File: config.mk
export PLATFORM = sky130hd
export DESIGN_NAME = uart_tx_fifo
export DESIGN_NICKNAME = d
export VERILOG_FILES = /design/src/rtl/uart_tx_fifo.sv
export SDC_FILE = /design/constraint.sdc
export NUM_CORES = 1
export LEC_CHECK = 0
export BUFFER_PORTS_ARGS = -buffer_cell sky130_fd_sc_hd__clkbuf_2
export CAP_MARGIN = 20
export CORE_ASPECT_RATIO = 0.6
export CORE_MARGIN = 10
export CORE_UTILIZATION = 63
export CTS_BUF_LIST = sky130_fd_sc_hd__clkbuf_8 sky130_fd_sc_hd__clkbuf_16
export DETAILED_ROUTE_END_ITERATION = 12
export PLACE_DENSITY = 0.86
export SYNTH_ARGS = -nofsm -noshare
export SYNTH_HDL_FRONTEND = slang
export SYNTH_SLANG_ARGS = --single-unit
File: constraint.sdc
create_clock -name clk -period 6.43 [get_ports clk]
set_input_delay 0.9645 -clock clk [delete_from_list [all_inputs] [get_ports clk]]
set_output_delay 0.9645 -clock clk [all_outputs]
set_load 0.005 [all_outputs]
File: src/rtl/uart_tx_fifo.sv
// Buffered UART transmitter: a small FIFO feeding an LSB-first serialiser with
// configurable data width, optional parity and one or two stop bits.
module uart_tx_fifo #(
    parameter int DATA_BITS  = 8,
    parameter int PARITY_EN  = 0,
    parameter int PARITY_ODD = 0,
    parameter int STOP_BITS  = 1,
    parameter int FIFO_DEPTH = 4,
    parameter int CNT_W      = 3
) (
    input  logic                 clk,
    input  logic                 rst,
    input  logic                 baud_enable,
    input  logic                 t_enable,
    input  logic [DATA_BITS-1:0] data,
    output logic                 txd,
    output logic                 tbr,
    output logic                 tx_busy,
    output logic [CNT_W-1:0]     fifo_count,
    output logic                 overflow
);
    localparam int AW = CNT_W - 1;
    localparam int BW = $clog2(DATA_BITS);
    localparam logic [CNT_W-1:0] FULL_COUNT = CNT_W'(FIFO_DEPTH);
    localparam logic [BW-1:0]    LAST_BIT   = BW'(DATA_BITS - 1);
    localparam logic             STOP_LAST  = (STOP_BITS == 2);
    localparam logic             HAS_PARITY = (PARITY_EN != 0);
    localparam logic             ODD        = (PARITY_ODD != 0);

    typedef enum logic [2:0] {
        S_IDLE,
        S_START,
        S_DATA,
        S_PARITY,
        S_STOP
    } state_t;

    // Handshake: a word is accepted on any clk edge with t_enable=1 and tbr=1;
    // t_enable with tbr=0 drops the word and latches overflow until reset.
    logic [DATA_BITS-1:0] mem [FIFO_DEPTH];
    logic [AW-1:0]        wr_ptr;
    logic [AW-1:0]        rd_ptr;
    logic                 wr_en;
    logic                 pop;
    logic                 have_word;
    logic [DATA_BITS-1:0] head;

    state_t               state;
    state_t               state_next;
    logic [DATA_BITS-1:0] shreg;
    logic [DATA_BITS-1:0] shreg_next;
    logic [BW-1:0]        bit_cnt;
    logic [BW-1:0]        bit_cnt_next;
    logic                 stop_cnt;
    logic                 stop_cnt_next;
    logic                 par_bit;
    logic                 par_bit_next;
    logic                 txd_next;
    logic                 busy_next;

    // tbr comes from the registered count, so a full FIFO rejects a write
    // even in the cycle that pops a word.
    assign tbr       = (fifo_count < FULL_COUNT);
    assign wr_en     = t_enable & tbr;
    assign have_word = (fifo_count != '0);
    assign head      = mem[rd_ptr];

    always_ff @(posedge clk) begin
        if (wr_en) begin
            mem[wr_ptr] <= data;
        end
    end

    always_ff @(posedge clk or negedge rst) begin
        if (!rst) begin
            wr_ptr     <= '0;
            rd_ptr     <= '0;
            fifo_count <= '0;
            overflow   <= 1'b0;
        end else begin
            if (wr_en) begin
                wr_ptr <= wr_ptr + 1'b1;
            end
            if (pop) begin
                rd_ptr <= rd_ptr + 1'b1;
            end
            case ({wr_en, pop})
                2'b10:   fifo_count <= fifo_count + 1'b1;
                2'b01:   fifo_count <= fifo_count - 1'b1;
                default: fifo_count <= fifo_count;
            endcase
            if (t_enable && !tbr) begin
                overflow <= 1'b1;
            end
        end
    end

    // State register; txd and tx_busy are registered alongside it so the
    // line changes on the same edge as the state.
    always_ff @(posedge clk or negedge rst) begin
        if (!rst) begin
            state    <= S_IDLE;
            shreg    <= '0;
            bit_cnt  <= '0;
            stop_cnt <= 1'b0;
            par_bit  <= 1'b0;
            txd      <= 1'b1;
            tx_busy  <= 1'b0;
        end else begin
            state    <= state_next;
            shreg    <= shreg_next;
            bit_cnt  <= bit_cnt_next;
            stop_cnt <= stop_cnt_next;
            par_bit  <= par_bit_next;
            txd      <= txd_next;
            tx_busy  <= busy_next;
        end
    end

    always_comb begin
        state_next    = state;
        shreg_next    = shreg;
        bit_cnt_next  = bit_cnt;
        stop_cnt_next = stop_cnt;
        par_bit_next  = par_bit;
        pop           = 1'b0;
        if (baud_enable) begin
            unique case (state)
                S_IDLE: begin
                    if (have_word) begin
                        pop        = 1'b1;
                        state_next = S_START;
                    end
                end
                S_START: begin
                    state_next = S_DATA;
                end
                S_DATA: begin
                    shreg_next = shreg >> 1;
                    if (bit_cnt == LAST_BIT) begin
                        state_next = HAS_PARITY ? S_PARITY : S_STOP;
                    end else begin
                        bit_cnt_next = bit_cnt + 1'b1;
                    end
                end
                S_PARITY: begin
                    state_next = S_STOP;
                end
                S_STOP: begin
                    if (stop_cnt == STOP_LAST) begin
                        // Back-to-back frames: launch straight from the last stop bit.
                        if (have_word) begin
                            pop        = 1'b1;
                            state_next = S_START;
                        end else begin
                            state_next = S_IDLE;
                        end
                    end else begin
                        stop_cnt_next = 1'b1;
                    end
                end
                default: begin
                    state_next = S_IDLE;
                end
            endcase
        end
        if (state_next != S_STOP) begin
            stop_cnt_next = 1'b0;
        end
        if (pop) begin
            shreg_next   = head;
            bit_cnt_next = '0;
            par_bit_next = (^head) ^ ODD;
        end
    end

    always_comb begin
        txd_next  = 1'b1;
        busy_next = 1'b1;
        unique case (state_next)
            S_IDLE:   busy_next = 1'b0;
            S_START:  txd_next  = 1'b0;
            S_DATA:   txd_next  = shreg_next[0];
            S_PARITY: txd_next  = par_bit_next;
            S_STOP:   txd_next  = 1'b1;
            default:  busy_next = 1'b0;
        endcase
    end

endmodule
==> flow_metrics.tcl <==
set metrics [dict create \
    status "completed" \
    seq_area_frac_synth_pct 65.08 \
    grt_usage_pct 13.28 \
    clkSlewWorstSetupHoldPaths_ps 60 \
    crit_fanout 23 \
    initial_core_util_pct 65.92 \
    fin_worst_skew_ps 7.008 \
    syn_inst 159 \
    grt_max_degree 26 \
    num_rows 17 \
    ios 19 \
    synth_nets 179 \
    max_freq_mhz 399.3 \
    drtAntennaViolNets 0 \
    place_area_um2 2569 \
    stdcell_count 235 \
    grt_antenna_before_repair 0 \
    fillers 246 \
    clock_latency_ps 330 \
    setup_ws_ps 3926 \
    hpwl_mm 2.906 \
    numCtsBuffers 9 \
    cpMostUsedCell "inv_1" \
    synth_seq_cells 57 \
    crit_path_start_kind "input pin" \
    cts_tree "yes" \
    port_buffers 18 \
    clock_sinks 57 \
    routed_wirelength_mm 3.971 \
    hold_violations 0 \
    chipHeight_um 68.21 \
    vias_per_cell 5.528 \
    coreArea_um2 3701 \
    required_ps 6690 \
    antenna_cells 0 \
    ys_types 34 \
    fin_crit_sh_pct 38.94 \
    gr-usage-met2_pct 18.61 \
    grt_overflow 0 \
    gp_congestion 0.7583 \
    yosys_most_used_dff "edfxtp_1" \
    synthTopCellsByCount "32 x edfxtp_1, 24 x dfrtp_1, 12 x xnor2_1" \
    syn_area_per_cell_um2 15.34 \
    holdCritPathClass "register to register" \
    grt_pass1_wl_mm 6.679 \
    drc_errors 0 \
    final_util_pct 74.04 \
    use_met3_pct 6.834 \
    synth-warning-count 0 \
    path_cells "clkbuf_2 > inv_1 > nor4_2 > buf_4 > ha_1 > inv_1 > fa_1 > xor2_1 > nor2_1 > xnor2_1" \
    period_minus_slack_ps 2504 \
    holdBufCountCts 0 \
    busiest_layer "met2" \
    cp_slowest_cell "fa_1" \
    cpPeakStageDelay_ps 380 \
    clockBufferDepth 2 \
    synthDominantCellAreaShare_pct 39.38 \
    dp.cells 219 \
    synth_top_area_cell "edfxtp_1" \
    nets 203 \
    tightest_slew_ps 611.4 \
    drt_pass1_iterations 4 \
    syn_area_um2 2440 \
    end_kind "register" \
    relSlewSlack_pct 59.24 \
    dieArea_um2 6844 \
    vias 1299 \
    grt_setup_unrepaired "false" \
    crit_type "input pin to register" \
    cts.htree.levels 3 \
    async_reset_ff_share_pct 43.86 \
    synth_edf_count 32 \
    cts_resized 0 \
    holdWs_ps 460.7 \
    arrival_ps 2760 \
    cts_root_buffer "clkbuf_8" \
    ys_top_cells_by_area "edfxtp_1 39%, dfrtp_1 25%, mux4_2 7.4%" \
    synth.most_common_cell "edfxtp_1" \
    final-setup-viol-count 0 \
    regArea_um2 1588 \
    multi_input_area_um2 790.8 \
    synthToLayoutAreaGrowth_pct 12.31 \
    drive_above_1_share_pct 25.00 \
    p_total_mw 1.310 \
    globalRouteMet1Util_pct 17.03 \
    power_density_nw_per_um2 478.0 \
    drv_cap 0 \
    pre_cts_slack_ps 3591 \
    die_w_um 100.3 \
    leakagePower_nw 1.070 \
    irDropWorstVdd_uv 296.1 \
    final_cell_area_um2 2740 \
    first_iter_violations 58 \
    wire_per_inst_um 16.90 \
    drv_slew 0 \
    postCtsSetupBuffers 0 \
    grt_pass1_vias 1340 \
    tns_ps 0 \
]
==> where the power goes <==
| group | internal [mW] | switching (mW) |
|---|---|---|
| logic | 0.239 | 0.223 |
| registers | 0.492 | 0.0809 |
| clock network | 0.137 | 0.137 |
| total | 0.869 | 0.440 |
==> critical path, delay by kind of cell <==
kind                     cells  cell delay, ps
adder cells (fa/ha/maj)      2             600
XOR/XNOR                     2             280
buffers and inverters        4             550
AND/OR/NAND/NOR              2             380
==> flip-flops by register name, summed over array words and instances (netlist names), 2 cells and up <==
name and flops:
state 3, shreg 8, wr_ptr 2, bit_cnt 3, rd_ptr 2, mem 32, fifo_count 3
==> routing by layer <==
layer	up-vias	share of wire (%)
li1	629	-
met1	630	47
met2	33	45
met3	7	6.6
met4	0	1.3
met5	-	0
==> cell type report <==
type	instances	area share (%)
Tap cell	47	2.146
Timing Repair Buffer	19	3.562
Clock inverter	7	1.735
Inverter	9	1.233
Clock buffer	9	4.521
Sequential cell	57	57.95
Multi-Input combinational cell	87	28.86
==> cell usage in the layout, fill, tap and decap left out <==
cell        instances
nor4b_1             1
nor2_1              5
nand2b_1            1
inv_1               9
clkbuf_2           18
a21o_1              2
a221o_1             1
clkinv_2            1
clkinvlp_4          4
a31oi_1             1
and4bb_1            1
a21boi_0            1
buf_4               1
edfxtp_1           32
ha_1                7
xnor2_1            12
nor4_2              1
mux2_2              2
mux2i_1             6
clkinv_4            1
a21oi_1             2
mux4_2              8
a22o_1              2
nor2b_1             2
nand2_1             8
xor2_1              2
dfstp_2             1
fa_1                1
nor3b_1             1
nor3_1              2
mux2_4              1
o21ai_0            11
clkbuf_8            9
clkinv_1            1
and2_1              4
a2111oi_1           1
nand3b_1            1
dfrtp_1            24
==> logic make-up (layout without fill, tap and decap cells) <==
logic type	count (synthesis)	count (layout)	share of synthesized area (%)
muxes	17	17	11.38
buffers and inverters	15	44	2.769
and+or+nand+nor	27	27	5.949
AOI/OAI and AO/OA	21	21	5.385
adders and majority gates	8	8	4.410
xor gates and xnor gates	14	14	5.026
DFF	57	57	65.08
==> final timing paths <==
path                             start            end  slack (ps)  depth (start not counted)
setup / recovery           baud_enable  fifo_count[2]        3930                         10
setup reg to reg              state[0]            txd        4240                          5
hold reg to reg               overflow       overflow         460                          1
hold / removal                overflow       overflow         460                          1
max in group asynchronous          rst       shreg[3]        5400                          1
min in group asynchronous          rst       shreg[6]         630                          1
No activity file was read; power rests on OpenSTA's default activity.
